**src/rtl/sht40_measure_ctrl.sv**
```systemverilog
// SHT40 measurement sequencer: drives a byte-level I2C master through
// command write, conversion wait, 6-byte readback and CRC check.
// Optional feature macro: SHT40_CRC_CHECK_EN (enables CRC-8 checking of the
// temperature and humidity words; without it the CRC bytes are read and dropped).
module sht40_measure_ctrl #(
    parameter logic [6:0]  DEV_ADDR     = 7'h44,
    parameter logic [7:0]  MEAS_CMD     = 8'hFD,
    parameter int unsigned WAIT_CYCLES  = 500000,
    parameter int unsigned RETRY_CYCLES = 50000,
    parameter int unsigned MAX_RETRY    = 3
) (
    input  logic        clk,
    input  logic        rst_n,
    input  logic        Meas_Req,
    output logic        Busy,
    output logic        Data_Valid,
    output logic        Crc_Err,
    output logic        Nack_Err,
    output logic [15:0] Temp_Raw,
    output logic [15:0] Hum_Raw,
    output logic        I2c_Cmd_Valid,
    input  logic        I2c_Cmd_Ready,
    output logic [2:0]  I2c_Cmd,
    output logic [7:0]  I2c_Wr_Data,
    input  logic        I2c_Done,
    input  logic        I2c_Nack,
    input  logic [7:0]  I2c_Rd_Data
);
    localparam int unsigned MAX_DWELL = (WAIT_CYCLES > RETRY_CYCLES) ? WAIT_CYCLES : RETRY_CYCLES;
    localparam int unsigned CNT_W     = $clog2(MAX_DWELL + 1);
    localparam int unsigned RTY_W     = $clog2(MAX_RETRY + 1);

    localparam logic [2:0] CMD_START_WR = 3'd0;
    localparam logic [2:0] CMD_WR       = 3'd1;
    localparam logic [2:0] CMD_RD_ACK   = 3'd2;
    localparam logic [2:0] CMD_RD_NACK  = 3'd3;
    localparam logic [2:0] CMD_STOP     = 3'd4;

    typedef enum logic [3:0] {
        S_IDLE, S_W_ADDR, S_W_CMD, S_W_STOP, S_WAIT, S_R_ADDR, S_R_RETRY,
        S_R_BYTE, S_R_STOP, S_CHECK, S_ERR_STOP, S_ERR_STOP_DONE
    } state_t;

    state_t             state_q, state_d;
    logic [CNT_W-1:0]   cnt_q, cnt_d;
    logic [RTY_W-1:0]   retry_q, retry_d;
    logic [2:0]         idx_q, idx_d;
    logic [47:0]        rd_buf_q, rd_buf_d;
    logic               pend_q, pend_d;
    logic               busy_q, busy_d;
    logic               data_valid_q, data_valid_d;
    logic               crc_err_q, crc_err_d;
    logic               nack_err_q, nack_err_d;
    logic [15:0]        temp_q, temp_d;
    logic [15:0]        hum_q, hum_d;
    logic               cmd_valid_q, cmd_valid_d;
    logic [2:0]         cmd_q, cmd_d;
    logic [7:0]         wr_data_q, wr_data_d;
    logic               done_c;
    logic [47:0]        final_buf_c;

    // A Done only counts while a command is accepted and outstanding
    assign done_c      = pend_q && I2c_Done;
    assign final_buf_c = rd_buf_q;

`ifdef SHT40_CRC_CHECK_EN
    logic crc_bad_c;

    // CRC-8, poly 0x31, init 0xFF, MSB first, no reflection or final XOR
    function automatic logic [7:0] crc8_word(input logic [15:0] word);
        logic [7:0] crc;
        crc = 8'hFF;
        for (int i = 15; i >= 0; i--) begin
            if (crc[7] ^ word[i]) crc = {crc[6:0], 1'b0} ^ 8'h31;
            else                  crc = {crc[6:0], 1'b0};
        end
        return crc;
    endfunction

    // Buffer layout: T_hi T_lo T_crc H_hi H_lo H_crc
    assign crc_bad_c = (crc8_word(final_buf_c[47:32]) != final_buf_c[31:24]) ||
                       (crc8_word(final_buf_c[23:8])  != final_buf_c[7:0]);
`else
    logic unused_crc_c;
    assign unused_crc_c = ^{final_buf_c[31:24], final_buf_c[7:0]};
`endif

    // Next-state, command issue and output update logic
    always_comb begin
        state_d      = state_q;
        cnt_d        = cnt_q;
        retry_d      = retry_q;
        idx_d        = idx_q;
        rd_buf_d     = rd_buf_q;
        pend_d       = pend_q;
        busy_d       = busy_q;
        data_valid_d = 1'b0;
        crc_err_d    = crc_err_q;
        nack_err_d   = 1'b0;
        temp_d       = temp_q;
        hum_d        = hum_q;
        cmd_valid_d  = cmd_valid_q;
        cmd_d        = cmd_q;
        wr_data_d    = wr_data_q;

        if (cmd_valid_q && I2c_Cmd_Ready) begin
            cmd_valid_d = 1'b0;
            pend_d      = 1'b1;
        end
        if (done_c) pend_d = 1'b0;

        case (state_q)
            S_IDLE: if (Meas_Req) begin
                busy_d      = 1'b1;
                retry_d     = '0;
                state_d     = S_W_ADDR;
                cmd_valid_d = 1'b1;
                cmd_d       = CMD_START_WR;
                wr_data_d   = {DEV_ADDR, 1'b0};
            end
            S_W_ADDR: if (done_c) begin
                cmd_valid_d = 1'b1;
                if (I2c_Nack) begin
                    state_d = S_ERR_STOP;
                    cmd_d   = CMD_STOP;
                end else begin
                    state_d   = S_W_CMD;
                    cmd_d     = CMD_WR;
                    wr_data_d = MEAS_CMD;
                end
            end
            S_W_CMD: if (done_c) begin
                cmd_valid_d = 1'b1;
                cmd_d       = CMD_STOP;
                state_d     = I2c_Nack ? S_ERR_STOP : S_W_STOP;
            end
            S_W_STOP: if (done_c) begin
                cnt_d   = CNT_W'(WAIT_CYCLES - 1);
                state_d = S_WAIT;
            end
            S_WAIT: begin
                if (cnt_q == '0) begin
                    state_d     = S_R_ADDR;
                    cmd_valid_d = 1'b1;
                    cmd_d       = CMD_START_WR;
                    wr_data_d   = {DEV_ADDR, 1'b1};
                end else begin
                    cnt_d = cnt_q - CNT_W'(1);
                end
            end
            S_R_ADDR: if (done_c) begin
                cmd_valid_d = 1'b1;
                if (I2c_Nack) begin
                    state_d = S_R_RETRY;
                    cmd_d   = CMD_STOP;
                end else begin
                    idx_d   = '0;
                    state_d = S_R_BYTE;
                    cmd_d   = CMD_RD_ACK;
                end
            end
            S_R_RETRY: if (done_c) begin
                if (retry_q < RTY_W'(MAX_RETRY)) begin
                    retry_d = retry_q + RTY_W'(1);
                    cnt_d   = CNT_W'(RETRY_CYCLES - 1);
                    state_d = S_WAIT;
                end else begin
                    nack_err_d = 1'b1;
                    state_d    = S_ERR_STOP_DONE;
                end
            end
            S_R_BYTE: if (done_c) begin
                rd_buf_d    = {rd_buf_q[39:0], I2c_Rd_Data};
                cmd_valid_d = 1'b1;
                if (idx_q == 3'd5) begin
                    state_d = S_R_STOP;
                    cmd_d   = CMD_STOP;
                end else begin
                    idx_d = idx_q + 3'd1;
                    cmd_d = (idx_q == 3'd4) ? CMD_RD_NACK : CMD_RD_ACK;
                end
            end
            S_R_STOP: if (done_c) begin
                data_valid_d = 1'b1;
                state_d      = S_CHECK;
`ifdef SHT40_CRC_CHECK_EN
                crc_err_d = crc_bad_c;
                if (!crc_bad_c) begin
                    temp_d = final_buf_c[47:32];
                    hum_d  = final_buf_c[23:8];
                end
`else
                crc_err_d = 1'b0;
                temp_d    = final_buf_c[47:32];
                hum_d     = final_buf_c[23:8];
`endif
            end
            S_CHECK: begin
                busy_d  = 1'b0;
                state_d = S_IDLE;
            end
            S_ERR_STOP: if (done_c) begin
                nack_err_d = 1'b1;
                state_d    = S_ERR_STOP_DONE;
            end
            S_ERR_STOP_DONE: begin
                busy_d  = 1'b0;
                state_d = S_IDLE;
            end
            default: state_d = S_IDLE;
        endcase
    end

    // State and output registers
    always_ff @(posedge clk or negedge rst_n) begin
        if (!rst_n) begin
            state_q      <= S_IDLE;
            cnt_q        <= '0;
            retry_q      <= '0;
            idx_q        <= '0;
            rd_buf_q     <= '0;
            pend_q       <= 1'b0;
            busy_q       <= 1'b0;
            data_valid_q <= 1'b0;
            crc_err_q    <= 1'b0;
            nack_err_q   <= 1'b0;
            temp_q       <= '0;
            hum_q        <= '0;
            cmd_valid_q  <= 1'b0;
            cmd_q        <= CMD_STOP;
            wr_data_q    <= '0;
        end else begin
            state_q      <= state_d;
            cnt_q        <= cnt_d;
            retry_q      <= retry_d;
            idx_q        <= idx_d;
            rd_buf_q     <= rd_buf_d;
            pend_q       <= pend_d;
            busy_q       <= busy_d;
            data_valid_q <= data_valid_d;
            crc_err_q    <= crc_err_d;
            nack_err_q   <= nack_err_d;
            temp_q       <= temp_d;
            hum_q        <= hum_d;
            cmd_valid_q  <= cmd_valid_d;
            cmd_q        <= cmd_d;
            wr_data_q    <= wr_data_d;
        end
    end

    assign Busy          = busy_q;
    assign Data_Valid    = data_valid_q;
    assign Crc_Err       = crc_err_q;
    assign Nack_Err      = nack_err_q;
    assign Temp_Raw      = temp_q;
    assign Hum_Raw       = hum_q;
    assign I2c_Cmd_Valid = cmd_valid_q;
    assign I2c_Cmd       = cmd_q;
    assign I2c_Wr_Data   = wr_data_q;

endmodule

```
**config.mk**
```make
export PLATFORM = sky130hd
export DESIGN_NAME = sht40_measure_ctrl
export DESIGN_NICKNAME = d
export VERILOG_FILES = /design/src/rtl/sht40_measure_ctrl.sv
export SDC_FILE = /design/constraint.sdc
export NUM_CORES = 1
export LEC_CHECK = 0
export BUFFER_PORTS_ARGS = -buffer_cell sky130_fd_sc_hd__buf_2
export CORE_MARGIN = 2
export CORE_UTILIZATION = 58
export DETAILED_ROUTE_END_ITERATION = 6
export GPL_ROUTABILITY_DRIVEN = 0
export HOLD_SLACK_MARGIN = 0.08
export PLACE_DENSITY = 0.79
export SYNTH_ARGS = -nofsm -noshare
export SYNTH_HDL_FRONTEND = slang
export SYNTH_SLANG_ARGS = --single-unit
```
**constraint.sdc**
```tcl
create_clock -name clk -period 3.2 [get_ports clk]
set_clock_uncertainty 0.2 [all_clocks]
set_input_delay 0.48 -clock clk [delete_from_list [all_inputs] [get_ports clk]]
set_output_delay 0.48 -clock clk [all_outputs]
set_load 0.005 [all_outputs]
```
# [Word level (Yosys, flattened, before mapping)]
# Index checks and enable logic that the tools add are counted.
[totals] ff_bits=124 inputBits=14 output_inout_bits=48 word_cells=129
[op_classes] addsub=3 order_cmp=1 n_eq_ne=29 n_mux=60 reduce_logical=22
[ops] op="19-bit two-way mux" count=4
[ops] op="19-bit one-hot mux with 3 select lines" count=1
[ops] op="4-bit two-way mux" count=14
[ops] op="4-bit one-hot mux with 10 select lines" count=1
[ops] op="3-bit two-way mux" count=13
[ops] op="8-bit two-way mux" count=4
[ops] op="2-bit inequality test (second input constant)" count=16
[ops] op="8-bit one-hot mux with 3 select lines" count=1
[ops] op="19-bit zero test" count=1
[ops] op="19-bit by 1-bit subtractor with 19-bit output (second input constant)" count=1
[ops] op="3-bit one-hot mux with 6 select lines" count=1
[ops] op="4-bit by 3-bit equality test with 1-bit output (second input constant)" count=4
[ops] op="4-bit equality test (second input constant)" count=4
[ops] op="5-bit AND reduction" count=3
[ops] op="1-bit two-way mux" count=13
[ops] op="11-bit AND reduction" count=1
[ops] op="4-bit by 2-bit equality test with 1-bit output (second input constant)" count=2
[ops] op="2-bit nonzero test" count=4
[ops] op="7-bit AND reduction" count=1
[ops] op="3-bit equality test (second input constant)" count=2
[ops] op="2-bit two-way mux" count=3
[ops] op="3-bit one-hot mux with 2 select lines" count=1
[ops] op="2-bit AND reduction" count=3
[ops] op="3-bit nonzero test" count=2
[ops] op="other kinds (13)" count=15

# [Logic depth before layout (Yosys ltp)]
[depth] ltp_word=5 depth_mapped=8 mapped_depth_nobuf=7

# [Least setup slack after synthesis]
# No wires, ideal clock.
[synth_timing] kind="reg-to-reg" start="reg cnt_q[0]" end="reg cnt_q[18]" setup_ps=66 t_arrival_ps=2293 required_time_ps=2934 setup_slack_ps=641 path_stages_with_launch=8 path_buffers=0 synth_period_minus_slack_ps=2559 cell_sequence="dfrtp_1 inv_1 ha_1 or4b_1 or4_4 or4_1 o31ai_1 a221o_1"
[synth_via] elab_chain_cells=3
[synth_rtl] element="start, declared" line="45" source="logic [CNT_W-1:0] cnt_q, cnt_d;"
[synth_rtl] element="start signal, assigned" line="234" source="cnt_q <= cnt_d;"
[synth_rtl] element="19-bit by 1-bit subtractor with 19-bit output / 19-bit zero test (equally long branches)" line="148, 142"
[synth_rtl] element="19-bit two-way mux / 2-bit inequality test (equally long branches)"
[synth_rtl] element="19-bit one-hot mux with 3 select lines / 5-bit AND reduction (equally long branches)"
# Parallel ways exist; a longest one is shown, timed or not. The select of a mux whose other input is x is not followed.
# A chain may end at the register's enable or synchronous reset.

# [Worst setup path after layout]
[layout_timing] start="reg cnt_q[12]" end="reg cnt_q[14]"
# The elaborated chain is that of the path after synthesis.

==> flow_summary.yaml <==
route:
  detail-route-antenna-nets: 0
  postRouteWirelength_um: 11790
  drc_errors: 0
  post_drt_via_cell_ratio: 6.030
  wl_per_cell_um: 18.30
  dr.pass1.iters: 5
  drt-initial-drc-count: 293
  vias: 3883
synth:
  synth-seq-cells: 119
  synth.area.top_cells: "dfrtp_1, mux2_2, o21ai_0"
  ys_seq_area_share_pct: 55.10
  yosysUniqueCellTypes: 56
  synth_area_um2: 5406
  yosysTopAreaCell: "dfrtp_1"
  synth_edf_count: 0
  synth_most_common_cell: "dfrtp_1"
  avgSynthCellArea_um2: 12.12
  synth_top_area_share_pct: 54.62
  synth-async-reset-ratio_pct: 100.0
  syn-instance-count: 446
  synth_flop_cell: "dfrtp_1"
  synth_common_cells: "dfrtp_1, mux2_2, nand2_1"
  yosys_warnings: 0
final_layout:
  fin_cells: 644
  fill_cells: 601
  nets: 540
  n_antenna_cell: 0
  drive_gt1_share_pct: 37.52
  syn_to_final_growth_pct: 19.83
power_and_ir_drop:
  power_density_nw_per_um2: 511.6
  p_leak_nw: 3.284
  peakVddDrop_uv: 435.0
floorplanning:
  die_area_um2: 10110
  initial_utilization_pct: 59.07
  fp-row-count: 35
  num_io_pins: 62
  core_um2: 9153
  die_w_um: 100.5
  die_h_um: 100.5
clock_tree:
  cts_setup_buffers: 0
  cts_tree: "yes"
  clock_sinks: 119
  cts_max_level: 4
  postCtsResizedCells: 0
  clk_latency_ns: 0.51
  path_clk_slew_ns: 0.06
  cts_max_path_buffers: 2
  holdBufCountCts: 12
  cts_root_buf: "clkbuf_8"
  cts_buffers: 17
critical_path:
  critical_path.max_fanout: 13
  crit_type: "flip-flop to flip-flop"
  crit_buf_inv: 1
  critical_path_arrival_ns: 3.09
  crit_path_top_delay_cell: "and4_1"
  critPathTopFamily: "simple AND/OR/NAND/NOR gates"
  max_stage_delay_ns: 0.57
  required_ns: 3.36
  endpoint_kind: "flip-flop"
  critPathLaunchType: "flip-flop"
  crit_chain: "or4_4 -> nor4_2 -> and4_1 -> buf_4 -> or2_2 -> a221oi_1"
timing:
  fmax_mhz: 340.5
  relSlewSlack_pct: 54.61
  drv_slew: 0
  finalSetupViolCount: 0
  hold_viol_final: 0
  rsz0062_at_grt: "no"
  fin_crit_sh_pct: 91.77
  tightest_slew_ns: 0.6756
  period_needed_ns: 2.937
  tns_ns: 0
global_route:
  grt_pass1_vias: 3869
  grt_pass1_wl_um: 19190
  gr-usage-all-layers_pct: 24.76
  overflow: 0
  antenna_found_initial: 0
  grt_max_degree: 49
place:
  place_inst: 600
  place_hpwl_um: 7326
  io_buffers: 59
outcome:
  outcome: "finished, final reports clean"
min_path:
  hp-class: "input pin to flip-flop"
flow_run:
  maxCapViolations: 0
[cell families (layout without fill, tap and decap cells)]
kind of cell	count (synthesis)	after routing	share of synthesized area [%]
adders and majority gates	6	6	1.389
DFF	119	119	55.10
AOI/OAI and AO/OA	82	82	10.53
xor gates and xnor gates	1	1	0.1620
and+or+nand+nor	104	104	10.85
other	1	2	0.06936
buffers and inverters	45	131	3.633
muxes	88	88	18.26
[flip-flops by register name (all words and copies together) (netlist names)]
name,count
Hum_Raw,16
final_buf_c,48
retry_q,2
idx_q,3
I2c_Cmd_Valid,1
Busy,1
I2c_Wr_Data,3
cnt_q,19
state_q,4
pend_q,1
I2c_Cmd,3
Temp_Raw,16
Nack_Err,1
Data_Valid,1
[cells in the final DEF, fill, tap and decap left out, types with 13 or more instances in the layout]
| cell type | count |
|---|---|
| nand2_1 | 22 |
| buf_4 | 13 |
| inv_1 | 16 |
| nor2_1 | 19 |
| dfrtp_1 | 118 |
| mux2_2 | 85 |
| o21ai_0 | 19 |
| clkbuf_16 | 16 |
| a21oi_1 | 13 |
| buf_2 | 58 |
[where the power goes]
part	switching (mW)	internal (mW)	total (mW)
registers	0	1.51	1.51
logic	0.0363	0.0179	0.0542
clock network	0.698	1.06	1.75
[worst paths after layout]
kind | endpoint | depth (start not counted) | slack (ns) | startpoint
setup / recovery | cnt_q[14] | 6 | 0.26 | cnt_q[12]
hold / removal | I2c_Wr_Data[0] | 4 | 0.23 | Meas_Req
setup reg to reg | cnt_q[14] | 6 | 0.26 | cnt_q[12]
hold reg to reg | I2c_Wr_Data[3] | 1 | 0.29 | I2c_Wr_Data[3]
max in group asynchronous | cnt_q[10] | 3 | 1.72 | rst_n
min in group asynchronous | Hum_Raw[15] | 2 | 0.30 | rst_n
[cell type report]
| class | count | area (um^2) | area share, % |
|---|---|---|---|
| sequential | 119 | 2979 | 45.98 |
| multi-input combinational | 283 | 2237 | 34.53 |
| timing repair buffer | 83 | 508.0 | 7.841 |
| clock buffer | 19 | 431.7 | 6.663 |
| tap | 111 | 138.9 | 2.144 |
| clock inverter | 13 | 123.9 | 1.912 |
| inverter | 16 | 60.06 | 0.9270 |
[layer usage]
layer | track usage [%] | part of all wire (%)
met5 | 0 | 0
met4 | 10.12 | 2.1
met3 | 5.964 | 6.8
met2 | 40.42 | 50
met1 | 32.02 | 41
[through the flow]
step	power [mW]	util [%]	cell area (um^2)	worst slack, ns	hold slack [ns]
final	3.314	70.79	6479	0.2632	0.2263
after global routing	3.415	70.79	6479	0.1029	0.2367
after floorplan	1.537	-	5410	0.6411	-0.01559
after detailed placement	1.579	63.40	5803	0.3810	0.2835
after global placement	1.577	63.40	5803	0.4426	0.2656
after CTS	3.328	70.79	6479	0.3009	0.2082
[worst min-delay path, cell delays in order]
cell and delay, ns:
buf_2 0.10, inv_1 0.06, nor2_1 0.09, a2bb2oi_1 0.16
Note: power is estimated with default switching activity, not from simulation.
